==> src/rtl/dffn_bank_pkg.sv <==
// dffn_bank_pkg
// Shared definitions for the falling-edge pipeline bank:
//   - mode_e      : operating mode decoded from {SE,E} (scan / load / hold)
//   - decode_mode : maps {SE,E} to a mode; unknown inputs map to MODE_BAD so
//                   the registers go pessimistically unknown in simulation
//   - fill_w      : width of the fill counter that must count 0..DEPTH
package dffn_bank_pkg;

    typedef enum logic [1:0] {
        MODE_HOLD = 2'b00,
        MODE_LOAD = 2'b01,
        MODE_SCAN = 2'b10,
        MODE_BAD  = 2'b11
    } mode_e;

    // SE dominates E; any X/Z on either input falls through to MODE_BAD.
    function automatic mode_e decode_mode(input logic se, input logic e);
        mode_e m;
        case ({se, e})
            2'b00:        m = MODE_HOLD;
            2'b01:        m = MODE_LOAD;
            2'b10, 2'b11: m = MODE_SCAN;
            default:      m = MODE_BAD;
        endcase
        return m;
    endfunction

    // Counter must hold the value DEPTH itself, hence DEPTH+1 codes.
    function automatic int fill_w(input int depth);
        return $clog2(depth + 1);
    endfunction

endpackage

==> src/rtl/dffn_bank_stage.sv <==
// dffn_bank_stage
// One WIDTH-bit row of falling-edge flops with per-bit reset value INIT.
// Ports:
//   CLKN  in   falling-edge clock
//   RN    in   asynchronous active-low reset (Q <= INIT)
//   MODE  in   decoded operating mode (hold / load / scan)
//   D     in   parallel load data
//   SI    in   serial input entering bit 0 during scan
//   Q     out  row contents
//   SO    out  bit WIDTH-1, feeds the next row's SI in the scan chain
module dffn_bank_stage
    import dffn_bank_pkg::*;
#(
    parameter int               WIDTH = 8,
    parameter logic [WIDTH-1:0] INIT  = {WIDTH{1'b1}}
) (
    input  logic             CLKN,
    input  logic             RN,
    input  mode_e            MODE,
    input  logic [WIDTH-1:0] D,
    input  logic             SI,
    output logic [WIDTH-1:0] Q,
    output logic             SO
);

    logic [WIDTH-1:0] q_r;
    logic [WIDTH-1:0] shift_s;

    // A single-bit row has no internal shift path; the serial input is the whole next value.
    if (WIDTH == 1) begin : g_shift_one
        assign shift_s = SI;
    end else begin : g_shift_many
        assign shift_s = {q_r[WIDTH-2:0], SI};
    end

    // Row register: reset to INIT, then hold, load or shift on each falling edge.
    always_ff @(negedge CLKN or negedge RN) begin
        if (!RN) begin
            q_r <= INIT;
        end else begin
            case (MODE)
                MODE_HOLD: q_r <= q_r;
                MODE_LOAD: q_r <= D;
                MODE_SCAN: q_r <= shift_s;
                default:   q_r <= {WIDTH{1'bx}};
            endcase
        end
    end

    assign Q  = q_r;
    assign SO = q_r[WIDTH-1];

endmodule

==> src/rtl/dffn_pipe_bank.sv <==
// dffn_pipe_bank
// DEPTH-stage falling-edge pipeline of WIDTH-bit rows, each bit reset to INIT,
// with a load enable, a serial scan chain through every bit, and a valid flag
// that rises once DEPTH genuine loads have happened since reset or scan.
// Ports:
//   CLKN  in   clock, all updates on the falling edge
//   RN    in   asynchronous active-low reset
//   E     in   load/advance enable
//   SE    in   scan enable, overrides E
//   SI    in   scan serial input (enters stage 0 bit 0)
//   D     in   parallel data into stage 0
//   Q     out  stage DEPTH-1 contents
//   SO    out  stage DEPTH-1 bit WIDTH-1 (end of the scan chain)
//   VLD   out  fill counter has reached DEPTH
module dffn_pipe_bank
    import dffn_bank_pkg::*;
#(
    parameter int               WIDTH = 8,
    parameter int               DEPTH = 2,
    parameter logic [WIDTH-1:0] INIT  = {WIDTH{1'b1}}
) (
    input  logic             CLKN,
    input  logic             RN,
    input  logic             E,
    input  logic             SE,
    input  logic             SI,
    input  logic [WIDTH-1:0] D,
    output logic [WIDTH-1:0] Q,
    output logic             SO,
    output logic             VLD
);

    localparam int FILL_W = fill_w(DEPTH);
    typedef logic [FILL_W-1:0] fill_t;
    localparam fill_t FILL_MAX = fill_t'(DEPTH);
    localparam fill_t FILL_ONE = fill_t'(1'b1);

    mode_e            mode_s;
    logic [WIDTH-1:0] stage_q_s  [DEPTH];
    logic             stage_so_s [DEPTH];
    fill_t            fill_r;
    fill_t            fill_inc_s;
    logic             vld_r;

    // Mode decode shared by every row and the fill counter.
    always_comb begin
        mode_s = decode_mode(SE, E);
    end

    // Stage 0 takes the external inputs; every later stage chains off its predecessor.
    for (genvar k = 0; k < DEPTH; k++) begin : g_stage
        logic [WIDTH-1:0] d_s;
        logic             si_s;

        if (k == 0) begin : g_head
            assign d_s  = D;
            assign si_s = SI;
        end else begin : g_link
            assign d_s  = stage_q_s[k-1];
            assign si_s = stage_so_s[k-1];
        end

        dffn_bank_stage #(
            .WIDTH (WIDTH),
            .INIT  (INIT)
        ) u_stage (
            .CLKN (CLKN),
            .RN   (RN),
            .MODE (mode_s),
            .D    (d_s),
            .SI   (si_s),
            .Q    (stage_q_s[k]),
            .SO   (stage_so_s[k])
        );
    end

    // Incremented fill value, only used when not yet saturated.
    always_comb begin
        fill_inc_s = fill_r + FILL_ONE;
    end

    // Fill counter and valid flag: count loads up to DEPTH, cleared by scan or reset.
    // VLD is kept as its own flop so it is a clean registered output.
    always_ff @(negedge CLKN or negedge RN) begin
        if (!RN) begin
            fill_r <= {FILL_W{1'b0}};
            vld_r  <= 1'b0;
        end else begin
            case (mode_s)
                MODE_HOLD: begin
                    fill_r <= fill_r;
                    vld_r  <= vld_r;
                end
                MODE_LOAD: begin
                    if (fill_r != FILL_MAX) begin
                        fill_r <= fill_inc_s;
                        vld_r  <= (fill_inc_s == FILL_MAX);
                    end else begin
                        fill_r <= fill_r;
                        vld_r  <= 1'b1;
                    end
                end
                MODE_SCAN: begin
                    fill_r <= {FILL_W{1'b0}};
                    vld_r  <= 1'b0;
                end
                default: begin
                    fill_r <= {FILL_W{1'bx}};
                    vld_r  <= 1'bx;
                end
            endcase
        end
    end

    assign Q   = stage_q_s[DEPTH-1];
    assign SO  = stage_so_s[DEPTH-1];
    assign VLD = vld_r;

endmodule

==> config.mk <==
export PLATFORM = sky130hd
export DESIGN_NAME = dffn_pipe_bank
export DESIGN_NICKNAME = d
export VERILOG_FILES = /design/src/rtl/dffn_bank_pkg.sv /design/src/rtl/dffn_bank_stage.sv /design/src/rtl/dffn_pipe_bank.sv
export SDC_FILE = /design/constraint.sdc
export NUM_CORES = 1
export LEC_CHECK = 0
export BUFFER_PORTS_ARGS = -buffer_cell sky130_fd_sc_hd__buf_2
export CAP_MARGIN = 5
export CORE_ASPECT_RATIO = 1.1
export CORE_MARGIN = 3
export CORE_UTILIZATION = 42
export DETAILED_ROUTE_END_ITERATION = 16
export GPL_ROUTABILITY_DRIVEN = 1
export HOLD_SLACK_MARGIN = 0.12
export PLACE_DENSITY = 0.73
export SETUP_SLACK_MARGIN = 0.05
export SLEW_MARGIN = 20
export SYNTH_ARGS = -nofsm -noshare
export SYNTH_HDL_FRONTEND = slang
export SYNTH_SLANG_ARGS = --single-unit
export TNS_END_PERCENT = 1
==> constraint.sdc <==
create_clock -name CLKN -period 1.19 [get_ports CLKN]
set_input_delay 0.0595 -clock CLKN [delete_from_list [all_inputs] [get_ports CLKN]]
set_output_delay 0.0595 -clock CLKN [all_outputs]
set_load 0.01 [all_outputs]
==> out/qor.csv, run 1 <==
stage;metric;value;unit
synthesis;syn avg cell area;10.9;µm²
flow_run;max cap viols;0;
sta;final setup margin;-0.473;ns
power;pwr dens;1480;nW/µm²
die;row count;17;
sta;Hold Worst Slack;0.158;ns
global_route;first-pass GRT wire length;2.99;mm
cells_and_area;proportion of layout cells with a drive suffix above 1;43.1;%
setup_path;CP max-delay cell;dfstp_2;
synthesis;FFs w/ async S/R, synth;100;%
power;Psw;0.579;mW
route;Iter 0 DRT Violations;10;
place;dpl cells;139;
die;Initial Utilization;45.3;%
cells_and_area;P&R area growth vs syn;38.2;%
clocking;worst skew pair latency;0.37;ns
sta;Worst-Margin Slew;0.407;ns
power;Sw Ratio;30.5;%
setup_path;worst-path maximum fanout;3;
setup_path;family with the most delay on the worst path;flip-flops;
power;Power Total;1.90;mW
route;ANT nets after route;0;
route;via count;730;
power;cell-internal power;1.32;mW
power;Static Leak;0.669;nW
setup_path;Crit. End Element;output pin;
clocking;H-tree levels;1;
place;GP Congestion;0.688;
synthesis;post-synthesis sequential element count;19;
die;area of the core;2040;µm²
sta;final worst clock skew;0.0142;ns
route;Pre-antenna DRT Iters;4;
sta;Slew HR;72.9;%
clocking;Sinks on Clock Net;19;
die;Ports;23;
setup_path;Worst Path Buf+Inv;1;
clocking;TritonCTS clock tree;built;
place;Placed Area;1120;µm²
power;Logic pwr share;23.7;%
sta;Hold Fails Final Rpt;0;
place;PortBufs;22;
cells_and_area;Design Area, Final;1280;µm²
route;Routed WL;1.67;mm
synthesis;cell with the most instances after synthesis;mux2i_1;
synthesis;synth warn;0;
power;Clk pwr share;30.7;%
power;VDD IR max;0.00117;V
run_status;outcome;complete, but fails checks;
clocking;total setup buffers inserted after CTS;0;
setup_path;startpoint types;flip-flop;
worst_hold_path;worst min path class;primary input to async pin;
global_route;largest net degree at the start of global routing;36;
cells_and_area;non-filler instance count after layout;158;
global_route;GRT Util Overall;13.9;%
synthesis;Area contributors post-synth;dfstp_2, mux2i_1, dfrtn_1, nand2_1, o21ai_1;
clocking;root buf cell;clkbuf_4;
global_route;initial antenna violation count;0;
sta;Final Max Tran Viols;0;
place;DP Wirelength;1.17;mm
setup_path;CP cell instances;buf_6;
global_route;gr ovfl total;0;
synthesis;Synth area leader;dfstp_2;
die;die width;50.8;µm
cells_and_area;diode count;0;
setup_path;WS Path Type;flip-flop to output pin;
synthesis;EDFF count, synth;0;
synthesis;commonest cells in the synthesized netlist;mux2i_1, dfstp_2, nand2_1;
sta;final setup violation count;11;
synthesis;fraction of the yosys area taken by sequential cells;53.5;%
setup_path;CP peak stage delay;0.55;ns
global_route;vias in the first global route;745;
cells_and_area;Final #Nets;145;
run_status;failing checks;negative setup slack;
sta;final setup TNS;-4.45;ns
route;Residual DRC;0;
synthesis;Main synth FF type;dfstp_2;
synthesis;Yosys top cell area share;45.4;%
synthesis;Gate Count Post-Synth;85;
synthesis;distinct cell type count after synthesis;16;
setup_path;CP required;1.13;ns
clocking;clock slew at reported path FFs;0.08;ns
synthesis;Syn Nets;99;
route;DR vias/cell;4.62;
die;die height;55.2;µm
clocking;clock tree buffer depth;2;
synthesis;Syn Std Cell Area;926;µm²
route;Avg WL per Cell;10.6;µm
clocking;CTS Buf Count;3;
sta;RSZ-0062 raised after global routing;yes;
die;die footprint;2800;µm²
power;sequential share of power;45.6;%
setup_path;CP Data Arrival Time;1.60;ns
[path summary, 6_finish.rpt]
kind	from	end	slack, ns	cells past startpoint
max	g_stage[1].u_stage.Q[7]$_DFFE_NN1P_	Q[7]	-0.47	1
min	RN	VLD$_DFFE_NN0P_	0.16	1
max reg2reg	fill_r[0]$_DFFE_NN0P_	fill_r[1]$_DFFE_NN0P_	-0.05	5
min reg2reg	g_stage[0].u_stage.Q[7]$_DFFE_NN1P_	g_stage[1].u_stage.Q[0]$_DFFE_NN1P_	0.48	2
max in group asynchronous	RN	g_stage[1].u_stage.Q[7]$_DFFE_NN1P_	0.64	1
min in group CLKN	g_stage[0].u_stage.Q[7]$_DFFE_NN1P_	g_stage[1].u_stage.Q[0]$_DFFE_NN1P_	0.48	2
[power by group through the flow]
| stage | Clock (mW) | Sequential, mW | Combinational, mW |
|---|---|---|---|
| 2_1_floorplan | 0.0875 | 0.883 | 0.190 |
| 3_3_place_gp | 0.0875 | 0.855 | 0.381 |
| 3_5_place_dp | 0.0875 | 0.860 | 0.388 |
| 4_1_cts | 0.602 | 0.863 | 0.435 |
| 5_1_grt | 0.687 | 0.879 | 0.499 |
| 6_report | 0.581 | 0.865 | 0.450 |
[registers in the layout, summed over array words and instances (netlist names)]
register           count
g_stage.u_stage.Q     16
fill_r                 2
VLD                    1
[what timing repair did]
action | in CTS | in global routing
resized for setup | 7 | 4
gates cloned | 0 | 0
pin swaps | 0 | 1
hold buffers | 0 | 0
endpoints found under the setup margin | 12 | 12
[cells by family (layout without fill, tap and decap cells)]
group / count (synthesis) / after routing / share of synthesized area, %
AOI/OAI and AO/OA: 16 / 16 / 8.65
buffers and inverters: 10 / 55 / 7.43
and+or+nand+nor: 20 / 20 / 8.65
DFF: 19 / 19 / 53.5
adders and majority gates: 1 / 1 / 1.35
muxes: 18 / 18 / 19.5
xor gates and xnor gates: 1 / 1 / 0.946
[cells in the final DEF (no fill, tap or decap)]
master	instances
mux2i_1	18
inv_1	18
nand2_1	16
dfstp_2	16
buf_2	13
o21ai_1	9
buf_6	9
buf_4	9
o21ai_0	7
dfrtn_1	3
nor2_1	3
clkbuf_4	3
buf_12	2
and2b_2	1
xnor2_2	1
ha_2	1
clkbuf_8	1
[cell type report]
cell class / count / area, µm²
multi-input combinational: 56 / 372
clock buffer: 4 / 36.3
timing repair buffer: 33 / 274
sequential: 19 / 495
inverter: 2 / 7.51
clock inverter: 16 / 60.1
tap: 28 / 35.0
fill: 188 / 762
[metrics by stage]
| step | util (%) | worst slack, ns |
|---|---|---|
| global route | 62.7 | -0.531 |
| finish | 62.7 | -0.473 |
| floorplan | - | -0.128 |
| CTS | 61.6 | -0.485 |
| detailed placement | 54.9 | -0.165 |
| global placement | 54.9 | -0.147 |
[layer usage]
layer	track usage (%)	share of wire, %	wire [µm]
met5	0	0	0
met4	11.2	3.2	54
met3	2.70	4.1	69
met2	21.5	50	832
met1	16.3	43	713
Power figures use the tool's default switching activity.
==> run 2, diff against run 1 <==
Settings changed: CORE_UTILIZATION 42 to 46, PLACE_DENSITY 0.73 to 0.78.
==> out/qor.csv, run 2 (synthesis results as in run 1) <==
stage;metric;value;unit
run_status;outcome;complete, but fails checks;
die;Initial Utilization;50.3;%
setup_path;reg-to-reg endpoint;fill_r[1]$_DFFE_NN0P_;
global_route;gr ovfl total;0;
setup_path;FF-to-FF path depth;5;
flow_run;max cap viols;0;
sta;Worst-Margin Slew;0.404;ns
cells_and_area;number of flip-flops in the largest register;16;
cells_and_area;proportion of layout cells with a drive suffix above 1;42.9;%
setup_path;family with the most delay on the worst path;flip-flops;
cells_and_area;P&R area growth vs syn;37.4;%
route;Pre-antenna DRT Iters;4;
sta;final setup violation count;12;
clocking;total setup buffers inserted after CTS;0;
setup_path;CP cell instances;buf_6;
route;via count;748;
die;area of the core;1840;µm²
place;PortBufs;22;
setup_path;CP peak stage delay;0.54;ns
route;Avg WL per Cell;11.1;µm
setup_path;WS Path Type;flip-flop to output pin;
global_route;initial antenna violation count;0;
clocking;Sinks on Clock Net;19;
route;Residual DRC;0;
cells_and_area;Reg with most FFs;g_stage.u_stage.Q;
clocking;CTS Buf Count;3;
clocking;TritonCTS clock tree;built;
global_route;largest net degree at the start of global routing;26;
power;VDD IR max;0.00108;V
route;ANT nets after route;0;
cells_and_area;non-filler instance count after layout;160;
place;DP Wirelength;1.25;mm
worst_hold_path;worst min path class;primary input to async pin;
global_route;GRT Util Overall;15.5;%
clocking;clock slew at reported path FFs;0.08;ns
clocking;clock tree buffer depth;2;
place;dpl cells;141;
clocking;H-tree levels;1;
setup_path;worst reg2reg path startpoint;fill_r[0]$_DFFE_NN0P_;
die;Ports;23;
global_route;first-pass GRT wire length;2.93;mm
cells_and_area;final core occ;69.1;%
route;Routed WL;1.77;mm
sta;Final Max Tran Viols;0;
cells_and_area;diode count;0;
global_route;vias in the first global route;710;
sta;final worst clock skew;0.0152;ns
sta;final setup margin;-0.479;ns
cells_and_area;fillcell total;166;
route;DR vias/cell;4.68;
setup_path;CP max-delay cell;dfstp_2;
power;Static Leak;0.669;nW
place;dpl ws;-0.220;ns
die;die width;48.8;µm
cells_and_area;Design Area, Final;1270;µm²
place;GP Congestion;0.706;
setup_path;CP required;1.13;ns
cells_and_area;Final #Nets;148;
setup_path;Crit. End Element;output pin;
sta;RSZ-0062 raised after global routing;yes;
run_status;failing checks;negative setup slack;
die;row count;16;
cells_and_area;most frequent cells in the layout;mux2i_1, inv_1, nand2_1, dfstp_2;
sta;Slew HR;73.0;%
clocking;worst skew pair latency;0.37;ns
sta;Hold Fails Final Rpt;0;
setup_path;flop-to-flop setup slack;-0.05;ns
route;Iter 0 DRT Violations;7;
die;die footprint;2590;µm²
setup_path;startpoint types;flip-flop;
cells_and_area;Reg area;495;µm²
setup_path;Worst Path Buf+Inv;1;
setup_path;CP Data Arrival Time;1.61;ns
clocking;root buf cell;clkbuf_4;
die;die height;53.1;µm
power;pwr dens;1450;nW/µm²
power;Power Total;1.85;mW
setup_path;worst-path maximum fanout;2;
cells_and_area;area occupied by multi-input gates;362;µm²
place;Placed Area;1130;µm²
==> run 2: cell types whose count changed in the layout (fill, tap and decap cells not counted), sizes merged <==
cell      before  now
clkinvlp       0    1
buf           33   36
clkbuf         4    3
==> run 2: area by class of cell <==
class                      count  area share, %
sequential                    19           38.9
multi-input combinational     56           28.4
clock buffer                   3           1.77
timing repair buffer          36           22.3
clock inverter                17           5.31
tap                           27           2.65
inverter                       2          0.590
==> run 2: through the flow <==
step | hold slack (ns) | setup TNS, ns
finish | 0.154 | -4.55
global route | 0.165 | -5.09
floorplan | 0.250 | -0.826
detailed placement | 0.473 | -3.39
CTS | 0.157 | -4.72
global placement | 0.463 | -2.79
==> run 2: worst reg2reg max path: stages (launching register included) <==
cell	delay (ns)
dfrtn_1	0.42
inv_1	0.05
ha_1	0.17
and2b_2	0.23
mux2i_1	0.18
nor2_1	0.05
==> run 2: routing by layer <==
layer / track usage [%] / wire length, µm / vias to the layer above / part of all wire (%)
li1: - / - / 380 / -
met1: 18.0 / 812 / 345 / 46
met2: 24.2 / 853 / 18 / 48
met3: 3.10 / 46 / 5 / 2.6
met4: 14.2 / 59 / 0 / 3.3
met5: 0 / 0 / - / 0
==> run 2: power breakdown <==
| part | switching (mW) | internal (mW) |
|---|---|---|
| registers | 0.0664 | 0.798 |
| logic | 0.189 | 0.259 |
| clock network | 0.341 | 0.197 |
==> run 2: how the worst max path moves through the flow <==
stage,from,to,cells past startpoint
2_1_floorplan,E,fill_r[1]$_DFFE_NN0P_,4
3_3_place_gp,E,fill_r[1]$_DFFE_NN0P_,4
3_5_place_dp,E,fill_r[0]$_DFFE_NN0P_,4
4_1_cts,g_stage[1].u_stage.Q[7]$_DFFE_NN1P_,Q[7],1
5_1_grt,g_stage[1].u_stage.Q[7]$_DFFE_NN1P_,Q[7],1
6_report,g_stage[1].u_stage.Q[2]$_DFFE_NN1P_,Q[2],1
==> run 2: what timing repair did <==
action / CTS / global route
cloned: 0 / 0
resized for setup: 7 / 2
hold buffers: 0 / 0
setup endpoints to repair: 12 / 13
endpoints found under the hold margin: 0 / 0
==> run 3, diff against run 2 <==
Settings changed: CAP_MARGIN 5 to 20, PLACE_DENSITY 0.78 to 0.73, REMOVE_ABC_BUFFERS from default to 1.
==> out/qor.csv, run 3 (synthesis results as in run 1) <==
stage;metric;value;unit
setup_path;Crit. End Element;output pin;
sta;Final Max Tran Viols;0;
die;die width;48.8;µm
setup_path;CP Data Arrival Time;1.61;ns
cells_and_area;most common cell after layout, fill and taps aside;mux2i_1;
clocking;root buf cell;clkbuf_4;
sta;final setup violation count;11;
die;Ports;23;
setup_path;worst-path maximum fanout;3;
flow_run;max cap viols;0;
setup_path;startpoint types;flip-flop;
cells_and_area;number of flip-flops in the largest register;16;
route;DR vias/cell;4.68;
clocking;clock tree buffer depth;2;
global_route;largest net degree at the start of global routing;23;
route;Avg WL per Cell;11.0;µm
setup_path;Worst Path Buf+Inv;1;
global_route;first-pass GRT wire length;2.97;mm
clocking;TritonCTS clock tree;built;
sta;RSZ-0062 raised after global routing;yes;
power;Static Leak;0.653;nW
setup_path;CP peak stage delay;0.53;ns
route;Iter 0 DRT Violations;4;
cells_and_area;most frequent cells in the layout;mux2i_1, inv_1, nand2_1, dfstp_2, buf_2;
place;dpl ws;-0.193;ns
setup_path;family with the most delay on the worst path;flip-flops;
clocking;Sinks on Clock Net;19;
global_route;vias in the first global route;724;
clocking;CTS Buf Count;3;
cells_and_area;Reg with most FFs;g_stage.u_stage.Q;
route;Pre-antenna DRT Iters;4;
die;Initial Utilization;50.3;%
clocking;# hold bufs at CTS;0;
clocking;H-tree levels;1;
sta;Slew HR;72.6;%
sta;final setup TNS;-4.50;ns
run_status;failing checks;negative setup slack;
sta;final worst clock skew;0.0146;ns
cells_and_area;non-filler instance count after layout;157;
route;Routed WL;1.73;mm
cells_and_area;diode count;0;
die;die footprint;2590;µm²
place;GP Congestion;0.736;
setup_path;CP cell instances;buf_2;
place;PortBufs;22;
route;via count;735;
cells_and_area;final core occ;68.0;%
clocking;clock slew at reported path FFs;0.08;ns
cells_and_area;P&R area growth vs syn;35.3;%
sta;final setup margin;-0.480;ns
place;Placed Area;1120;µm²
power;VDD IR max;0.00101;V
cells_and_area;proportion of layout cells with a drive suffix above 1;43.1;%
worst_hold_path;worst min path class;primary input to async pin;
clocking;worst skew pair latency;0.37;ns
global_route;GRT Util Overall;15.3;%
cells_and_area;Final #Nets;145;
place;dpl cells;138;
place;DP Wirelength;1.18;mm
route;ANT nets after route;0;
setup_path;WS Path Type;flip-flop to output pin;
setup_path;CP max-delay cell;dfstp_2;
global_route;initial antenna violation count;0;
sta;Hold Fails Final Rpt;0;
setup_path;flop-to-flop setup slack;-0.03;ns
clocking;total setup buffers inserted after CTS;0;
sta;Hold Worst Slack;0.158;ns
route;Residual DRC;0;
die;die height;53.1;µm
global_route;gr ovfl total;0;
sta;Worst-Margin Slew;0.411;ns
run_status;outcome;complete, but fails checks;
cells_and_area;Design Area, Final;1250;µm²
power;Power Total;1.84;mW
die;row count;16;
setup_path;CP required;1.13;ns
die;area of the core;1840;µm²
power;pwr dens;1470;nW/µm²
run 3: path summary, 6_finish.rpt:
kind,from,end,cells past startpoint
min reg2reg,g_stage[0].u_stage.Q[7]$_DFFE_NN1P_,g_stage[1].u_stage.Q[0]$_DFFE_NN1P_,2
max in group asynchronous,RN,g_stage[0].u_stage.Q[0]$_DFFE_NN1P_,1
max,g_stage[1].u_stage.Q[7]$_DFFE_NN1P_,Q[7],1
min,RN,fill_r[1]$_DFFE_NN0P_,1
min in group CLKN,g_stage[0].u_stage.Q[7]$_DFFE_NN1P_,g_stage[1].u_stage.Q[0]$_DFFE_NN1P_,2
max reg2reg,fill_r[0]$_DFFE_NN0P_,fill_r[1]$_DFFE_NN0P_,5
run 3: final cells by class:
class,instances,area [µm²]
fillers,148,589
flip-flops and latches,19,495
multi-input cells,56,364
repair buffers,33,262
clock inverters,17,67.6
well taps,27,33.8
clock buffers,3,22.5
inverters,2,7.51
run 3: per-layer routing:
layer	wire [µm]	vias up	global-route usage, %	share of wire, %
li1	-	373	-	-
met1	798	341	16.9	46
met2	824	19	25.6	48
met3	88	2	6.20	5.1
met4	13	0	7.58	0.75
met5	0	-	0	0
run 3: timing repair:
item                                    CTS  global route
pin swaps                                 0             1
resized for setup                         7             2
endpoints found under the setup margin   12            13
run 3: power by group:
group	internal (mW)	switching [mW]
Sequential	0.798	0.0646
Combinational	0.247	0.187
Clock	0.197	0.346
Total	1.24	0.597
